$ cat config.mk
export PLATFORM = sky130hd
export DESIGN_NAME = conf_regs
export DESIGN_NICKNAME = d
export VERILOG_FILES = /design/src/rtl/conf_regs_pkg.sv /design/src/rtl/conf_field_check.sv /design/src/rtl/conf_regs.sv
export SDC_FILE = /design/constraint.sdc
export NUM_CORES = 1
export LEC_CHECK = 0
export BUFFER_PORTS_ARGS = -buffer_cell sky130_fd_sc_hd__clkbuf_2
export CORE_ASPECT_RATIO = 1.2
export CORE_UTILIZATION = 38
export DETAILED_ROUTE_END_ITERATION = 7
export PLACE_DENSITY_LB_ADDON = 0.2
export SLEW_MARGIN = 20
export SYNTH_ARGS = -nofsm -noshare
export SYNTH_HDL_FRONTEND = slang
export SYNTH_SLANG_ARGS = --single-unit
$ cat constraint.sdc
create_clock -name clk -period 2.4 [get_ports clk]
set_input_delay 0.48 -clock clk [delete_from_list [all_inputs] [get_ports clk]]
set_output_delay 0.48 -clock clk [all_outputs]
set_load 0.005 [all_outputs]
$ cat src/rtl/conf_regs_pkg.sv
// Shared configuration package for the sort pipeline: field widths, register map,
// compile-time defaults and the grouped tunable set.
package conf_regs_pkg;

    localparam int unsigned CHANNEL_COUNT = 120;
    localparam int unsigned COE_WIDTH     = 12;
    localparam int unsigned Y_WIDTH       = 11;
    localparam int unsigned TH_WIDTH      = 16;
    localparam int unsigned IV_WIDTH      = 8;
    localparam int unsigned EPOCH_WIDTH   = 8;
    localparam int unsigned QS_WIDTH      = 5;
    localparam int unsigned CH_WIDTH      = $clog2(CHANNEL_COUNT);

    localparam logic [3:0] REG_B0         = 4'd0;
    localparam logic [3:0] REG_B1         = 4'd1;
    localparam logic [3:0] REG_B2         = 4'd2;
    localparam logic [3:0] REG_A0         = 4'd3;
    localparam logic [3:0] REG_A1         = 4'd4;
    localparam logic [3:0] REG_A2         = 4'd5;
    localparam logic [3:0] REG_Q_SCALE    = 4'd6;
    localparam logic [3:0] REG_TIME_TH    = 4'd7;
    localparam logic [3:0] REG_CHANNEL_TH = 4'd8;
    localparam logic [3:0] REG_POS_TH     = 4'd9;
    localparam logic [3:0] REG_INTERVAL   = 4'd10;
    localparam logic [3:0] REG_CTRL       = 4'd11;
    localparam logic [3:0] REG_STATUS     = 4'd12;

    localparam logic [COE_WIDTH-1:0]   COE_B0     = 12'h19E;
    localparam logic [COE_WIDTH-1:0]   COE_B1     = 12'h000;
    localparam logic [COE_WIDTH-1:0]   COE_B2     = 12'hE62;
    localparam logic [COE_WIDTH-1:0]   COE_A0     = 12'h400;
    localparam logic [COE_WIDTH-1:0]   COE_A1     = 12'hB73;
    localparam logic [COE_WIDTH-1:0]   COE_A2     = 12'h0C3;
    localparam logic [QS_WIDTH-1:0]    Q_SCALE    = 5'd10;
    localparam logic [TH_WIDTH-1:0]    TIME_TH    = 16'd12;
    localparam logic [CH_WIDTH-1:0]    CHANNEL_TH = 7'd30;
    localparam logic [2*Y_WIDTH-1:0]   POS_TH     = 22'd1600;
    localparam logic [IV_WIDTH-1:0]    INTERVEL   = 8'd20;

    typedef struct packed {
        logic [5:0][COE_WIDTH-1:0] coe;  // index 0 = B0 ... 5 = A2
        logic [QS_WIDTH-1:0]       q_scale;
        logic [TH_WIDTH-1:0]       time_th;
        logic [CH_WIDTH-1:0]       channel_th;
        logic [2*Y_WIDTH-1:0]      pos_th;
        logic [IV_WIDTH-1:0]       interval;
    } cfg_set_t;

    localparam cfg_set_t CFG_DEFAULT = '{
        coe:        {COE_A2, COE_A1, COE_A0, COE_B2, COE_B1, COE_B0},
        q_scale:    Q_SCALE,
        time_th:    TIME_TH,
        channel_th: CHANNEL_TH,
        pos_th:     POS_TH,
        interval:   INTERVEL
    };

    function automatic logic [31:0] sext_coe(input logic [COE_WIDTH-1:0] c);
        return {{(32 - COE_WIDTH){c[COE_WIDTH-1]}}, c};
    endfunction

endpackage

$ cat src/rtl/conf_field_check.sv
// Combinational legality check for a host write: flags read-only/unmapped
// addresses and out-of-range values that must leave the shadow untouched.
module conf_field_check
    import conf_regs_pkg::*;
(
    input  logic [3:0]  waddr_i,
    input  logic [31:0] wdata_i,
    output logic        illegal_o
);

    always_comb begin
        illegal_o = (waddr_i >= REG_STATUS);
        case (waddr_i)
            REG_Q_SCALE:    illegal_o = (wdata_i > 32'(COE_WIDTH - 1));
            REG_CHANNEL_TH: illegal_o = (wdata_i >= 32'(CHANNEL_COUNT));
            default: ;
        endcase
    end

endmodule

$ cat src/rtl/conf_regs.sv
// Runtime configuration registers: host-writable shadow set, atomically copied
// into the active set on a frame boundary or on demand.
module conf_regs
    import conf_regs_pkg::*;
(
    input  logic                   clk,
    input  logic                   rst_n,
    input  logic                   cfg_wr_valid,
    output logic                   cfg_wr_ready,
    input  logic [3:0]             cfg_waddr,
    input  logic [31:0]            cfg_wdata,
    input  logic                   cfg_rd_en,
    input  logic [3:0]             cfg_raddr,
    output logic [31:0]            cfg_rdata,
    output logic                   cfg_rvalid,
    input  logic                   frame_done_i,
    output logic [6*COE_WIDTH-1:0] coe_o,
    output logic [QS_WIDTH-1:0]    q_scale_o,
    output logic [TH_WIDTH-1:0]    time_th_o,
    output logic [CH_WIDTH-1:0]    channel_th_o,
    output logic [2*Y_WIDTH-1:0]   pos_th_o,
    output logic [IV_WIDTH-1:0]    interval_o,
    output logic                   cfg_pending_o,
    output logic                   cfg_err_o,
    output logic [EPOCH_WIDTH-1:0] cfg_epoch_o
);

    cfg_set_t               shadow_q, shadow_d;
    cfg_set_t               active_q, active_d;
    logic                   pending_q, pending_d;
    logic                   imm_q, imm_d;
    logic                   err_q, err_d;
    logic [EPOCH_WIDTH-1:0] epoch_q, epoch_d;
    logic                   wr_ready_q;
    logic                   rvalid_q;
    logic [31:0]            rdata_q, rd_val;
    logic                   illegal;
    logic                   wr_fire;
    logic                   apply;

    conf_field_check u_check (
        .waddr_i   (cfg_waddr),
        .wdata_i   (cfg_wdata),
        .illegal_o (illegal)
    );

    assign wr_fire = cfg_wr_valid && wr_ready_q;
    // An immediate commit is latched for one cycle so it applies on the following edge.
    assign apply   = (pending_q && frame_done_i) || imm_q;

    always_comb begin
        shadow_d  = shadow_q;
        active_d  = active_q;
        pending_d = pending_q;
        imm_d     = 1'b0;
        err_d     = err_q;
        epoch_d   = epoch_q;

        if (apply) begin
            active_d  = shadow_q;
            pending_d = 1'b0;
            epoch_d   = epoch_q + 1'b1;
        end

        if (wr_fire) begin
            if (illegal) begin
                err_d = 1'b1;
            end else begin
                case (cfg_waddr)
                    REG_B0:         shadow_d.coe[0]    = cfg_wdata[COE_WIDTH-1:0];
                    REG_B1:         shadow_d.coe[1]    = cfg_wdata[COE_WIDTH-1:0];
                    REG_B2:         shadow_d.coe[2]    = cfg_wdata[COE_WIDTH-1:0];
                    REG_A0:         shadow_d.coe[3]    = cfg_wdata[COE_WIDTH-1:0];
                    REG_A1:         shadow_d.coe[4]    = cfg_wdata[COE_WIDTH-1:0];
                    REG_A2:         shadow_d.coe[5]    = cfg_wdata[COE_WIDTH-1:0];
                    REG_Q_SCALE:    shadow_d.q_scale    = cfg_wdata[QS_WIDTH-1:0];
                    REG_TIME_TH:    shadow_d.time_th    = cfg_wdata[TH_WIDTH-1:0];
                    REG_CHANNEL_TH: shadow_d.channel_th = cfg_wdata[CH_WIDTH-1:0];
                    REG_POS_TH:     shadow_d.pos_th     = cfg_wdata[2*Y_WIDTH-1:0];
                    REG_INTERVAL:   shadow_d.interval   = cfg_wdata[IV_WIDTH-1:0];
                    REG_CTRL: begin
                        if (cfg_wdata[1]) begin
                            imm_d = 1'b1;
                        end else if (cfg_wdata[0]) begin
                            pending_d = 1'b1;
                        end else begin
                            err_d = 1'b0;
                        end
                    end
                    default: ;
                endcase
            end
        end
    end

    always_comb begin
        rd_val = '0;
        case (cfg_raddr)
            REG_B0:         rd_val = sext_coe(shadow_q.coe[0]);
            REG_B1:         rd_val = sext_coe(shadow_q.coe[1]);
            REG_B2:         rd_val = sext_coe(shadow_q.coe[2]);
            REG_A0:         rd_val = sext_coe(shadow_q.coe[3]);
            REG_A1:         rd_val = sext_coe(shadow_q.coe[4]);
            REG_A2:         rd_val = sext_coe(shadow_q.coe[5]);
            REG_Q_SCALE:    rd_val = 32'(shadow_q.q_scale);
            REG_TIME_TH:    rd_val = 32'(shadow_q.time_th);
            REG_CHANNEL_TH: rd_val = 32'(shadow_q.channel_th);
            REG_POS_TH:     rd_val = 32'(shadow_q.pos_th);
            REG_INTERVAL:   rd_val = 32'(shadow_q.interval);
            REG_STATUS:     rd_val = 32'({epoch_q, err_q, pending_q});
            default:        rd_val = '0;
        endcase
    end

    always_ff @(posedge clk or negedge rst_n) begin
        if (!rst_n) begin
            shadow_q   <= CFG_DEFAULT;
            active_q   <= CFG_DEFAULT;
            pending_q  <= 1'b0;
            imm_q      <= 1'b0;
            err_q      <= 1'b0;
            epoch_q    <= '0;
            wr_ready_q <= 1'b1;
            rvalid_q   <= 1'b0;
            rdata_q    <= '0;
        end else begin
            shadow_q   <= shadow_d;
            active_q   <= active_d;
            pending_q  <= pending_d;
            imm_q      <= imm_d;
            err_q      <= err_d;
            epoch_q    <= epoch_d;
            wr_ready_q <= !pending_d;
            rvalid_q   <= cfg_rd_en;
            if (cfg_rd_en) begin
                rdata_q <= rd_val;
            end
        end
    end

    assign cfg_wr_ready  = wr_ready_q;
    assign cfg_rvalid    = rvalid_q;
    assign cfg_rdata     = rdata_q;
    assign coe_o         = active_q.coe;
    assign q_scale_o     = active_q.q_scale;
    assign time_th_o     = active_q.time_th;
    assign channel_th_o  = active_q.channel_th;
    assign pos_th_o      = active_q.pos_th;
    assign interval_o    = active_q.interval;
    assign cfg_pending_o = pending_q;
    assign cfg_err_o     = err_q;
    assign cfg_epoch_o   = epoch_q;

endmodule

==> summary.txt <==
Status -> finished clean
Achievable Freq -> 482 MHz
Critical path buffers and inverters -> 1
Worst VDD drop -> 0.000554 V
Core Region -> 0.0331 mm^2
Rows -> 73
Root buf cell -> clkbuf_16
Pwr dens -> 1040 mW/mm^2
Worst-path cell chain -> nand2_1, nor3_1, and3_1, buf_4, mux2_2
Sequential share of the synthesized area -> 0.589
Starting Density -> 0.385
Clock Skew -> 10.4 ps
Post-synthesis cell count -> 1158
Design Area, Final -> 0.0157 mm^2
RSZ-0062 raised after global routing -> no
Maxcap violations -> 0
Netlist cell types -> 60
Vias in the first global route -> 9579
Vias/cell -> 5.16
CTS max path bufs -> 3
Post-DRT Antenna Nets -> 0
Final Critical Period -> 2070 ps
Fin nets -> 1428
Yosys Warn Count -> 0
Worst-path fanout max -> 12
Worst-path clk slew -> 60 ps
Crit Path Category -> register to register
Iter 0 DRT Violations -> 659
Min-Delay Path Class -> input port to register
FF+latch count, synth -> 296
CP endpoint kind -> register
Post-synth ARST share -> 1.00
First drt pass iteration count -> 6
Met3 Usage GRT -> 0.0339
Met2 Use GR -> 0.370
# diodes -> 0
Crit-path slowest cell -> dfstp_2
Leak -> 7.75 nW
First-pass GRT wire length -> 58500 um
CP Launch Type -> register
IO buf count -> 218
Area delta synth->final -> 23.6%
Slew Viols, Final -> 0
Pwr Total -> 0.0163 W
Total gr overflow -> 0
I/O Pins -> 219
WP data required -> 2850 ps
Final period util -> 0.864
Routability cong. -> 0.911
Crit path max-delay family -> simple AND/OR/NAND/NOR gates
Drt total wl -> 38500 um
Vias -> 9585
Post-route DRC -> 0
CTS sink cnt -> 296
Slew headroom -> 0.552
H-tree depth -> 1
Worst skew pair latency -> 570 ps
M1 GR Usage -> 0.312
Ys flop type -> dfrtp_1
Syn nets -> 1204
Post-synth EDFFs -> 0
Hpwl dp -> 27900 um
Layout cells sized above 1 -> 0.395
Post-Route Utilization -> 0.476
Die area -> 0.0343 mm^2
Die Wd -> 169 um
DIE HEIGHT -> 203 um
Initial antenna violation count -> 0
Worst path max stage delay -> 580 ps
GR peak layer -> met2
# setup viols final -> 0
Largest net degree at the start of global routing -> 76
Routed len/inst -> 20.8 um
Hold Fails Final Rpt -> 0
TritonCTS buffer count -> 30
Area of the mapped netlist -> 0.0127 mm^2
All-Layer GR Usage -> 0.227
Placed cell area -> 0.0146 mm^2
Avg Inst Size Synth -> 11.0 um^2
CTS tree -> done
Worst slew pin tran -> 655 ps
Worst Path Arrival -> 2520 ps
==> flip-flops by register name (all words and copies together), names as in the netlist, 5 cells and up <==
| name | flops |
|---|---|
| channel_th_o | 7 |
| coe_o | 72 |
| pos_th_o | 22 |
| interval_o | 8 |
| cfg_epoch_o | 8 |
| time_th_o | 16 |
| cfg_rdata | 23 |
| q_scale_o | 5 |
| shadow_q | 130 |
==> worst register-to-register path, cell delays in order, from the launching register on <==
cell and delay [ps]:
dfstp_2 580, nand2_1 60, nor3_1 430, and3_1 240
buf_4 260, mux2_2 380
==> logic make-up (layout without fill, tap and decap cells) <==
| kind of cell | Yosys count | count (layout) | share of synthesized area |
|---|---|---|---|
| fa+ha+maj | 2 | 2 | 0.00177 |
| simple gates | 511 | 511 | 0.173 |
| flops | 296 | 296 | 0.589 |
| mux | 157 | 157 | 0.142 |
| xor+xnor | 7 | 7 | 0.00481 |
| compound gates | 94 | 94 | 0.0576 |
| buf+inv | 91 | 339 | 0.0316 |
==> layout make-up <==
cell class / instances / area (um^2)
inverters: 7 / 26.3
fillers: 3168 / 17300
clock inverters: 18 / 280
well taps: 450 / 563
repair buffers: 276 / 1680
flip-flops and latches: 296 / 7500
clock buffers: 38 / 842
multi-input cells: 771 / 4850
==> where the power goes <==
part           total (W)  switching [W]  leakage, nW  internal [W]
combinational    0.00324        0.00162         3.60       0.00162
clock            0.00527        0.00203        0.545       0.00323
sequential       0.00782        0.00115         3.60       0.00666
total             0.0163        0.00480         7.75        0.0115
==> Yosys cell counts, types with 4 or more instances <==
master,count,area share
a31oi_1,4,0.0020
a32oi_1,7,0.0048
nor4_1,5,0.0025
a221o_1,10,0.0079
buf_1,4,0.0012
a222oi_1,5,0.0039
nand3b_1,11,0.0065
nand2b_1,7,0.0034
a22oi_1,4,0.0024
xnor2_1,5,0.0034
nor2_1,13,0.0038
dfstp_2,77,0.16
buf_4,9,0.0053
buf_2,22,0.0086
mux2i_1,14,0.011
o221ai_1,8,0.0055
clkbuf_1,49,0.014
and3b_1,5,0.0034
nand3_1,10,0.0039
o21ai_0,15,0.0059
a22o_1,5,0.0034
nor2b_1,16,0.0079
nor3_1,5,0.0020
and3_1,5,0.0025
dfrtp_1,219,0.43
a21oi_1,9,0.0035
o2bb2ai_1,4,0.0027
a221oi_1,4,0.0027
mux2_2,138,0.12
nand2_1,412,0.12
and4b_1,6,0.0047
inv_1,7,0.0021
mux4_2,5,0.0088
==> through the flow <==
| stage | std cells | hold slack, ps | TNS, ps | worst slack, ps |
|---|---|---|---|---|
| after floorplan | 1158 | 184 | 0 | 462 |
| after global placement | 1799 | 380 | 0 | 77.8 |
| final | 1856 | 133 | 0 | 327 |
| after detailed placement | 1799 | 383 | -34.2 | -13.8 |
| after CTS | 1856 | 119 | 0 | 321 |
| after global routing | 1856 | 136 | 0 | 217 |
==> per-layer routing <==
layer	part of all wire	vias up
met5	0	-
met4	0.026	0
met3	0.054	51
met2	0.48	306
met1	0.44	4848
li1	-	4380
==> cell usage in the layout (no fill, tap or decap), types with 8 or more instances in the layout <==
master,count
a21oi_1,8
a221o_1,10
buf_12,11
buf_4,46
clkbuf_16,31
clkbuf_2,217
dfrtp_1,219
dfstp_2,77
mux2_2,138
mux2i_1,14
nand2_1,412
nand3_1,10
nand3b_1,11
nor2_1,13
nor2b_1,16
o21ai_0,15
o221ai_1,8
==> what timing repair did <==
action / in CTS / in global routing
gates resized for setup: 0 / 0
setup buffers: 0 / 0
endpoints found under the hold margin: 20 / 0
hold buffers: 1 / 0
==> worst paths after layout <==
| check | from | endpoint | slack [ps] | cells past startpoint |
|---|---|---|---|---|
| worst min register to register | coe_o[49]$_DFFE_PN1P_ | coe_o[49]$_DFFE_PN1P_ | 450 | 2 |
| min in group asynchronous | rst_n | coe_o[9]$_DFFE_PN0P_ | 390 | 2 |
| max in group asynchronous | rst_n | coe_o[49]$_DFFE_PN1P_ | 1250 | 3 |
| worst max register to register | cfg_wr_ready$_DFF_PN1_ | shadow_q[103]$_DFFE_PN0P_ | 330 | 5 |
| worst min-delay path | cfg_rd_en | cfg_rvalid$_DFF_PN0_ | 130 | 1 |
| worst max-delay path | cfg_wr_ready$_DFF_PN1_ | shadow_q[103]$_DFFE_PN0P_ | 330 | 5 |
(Power assumes the default switching activity.)
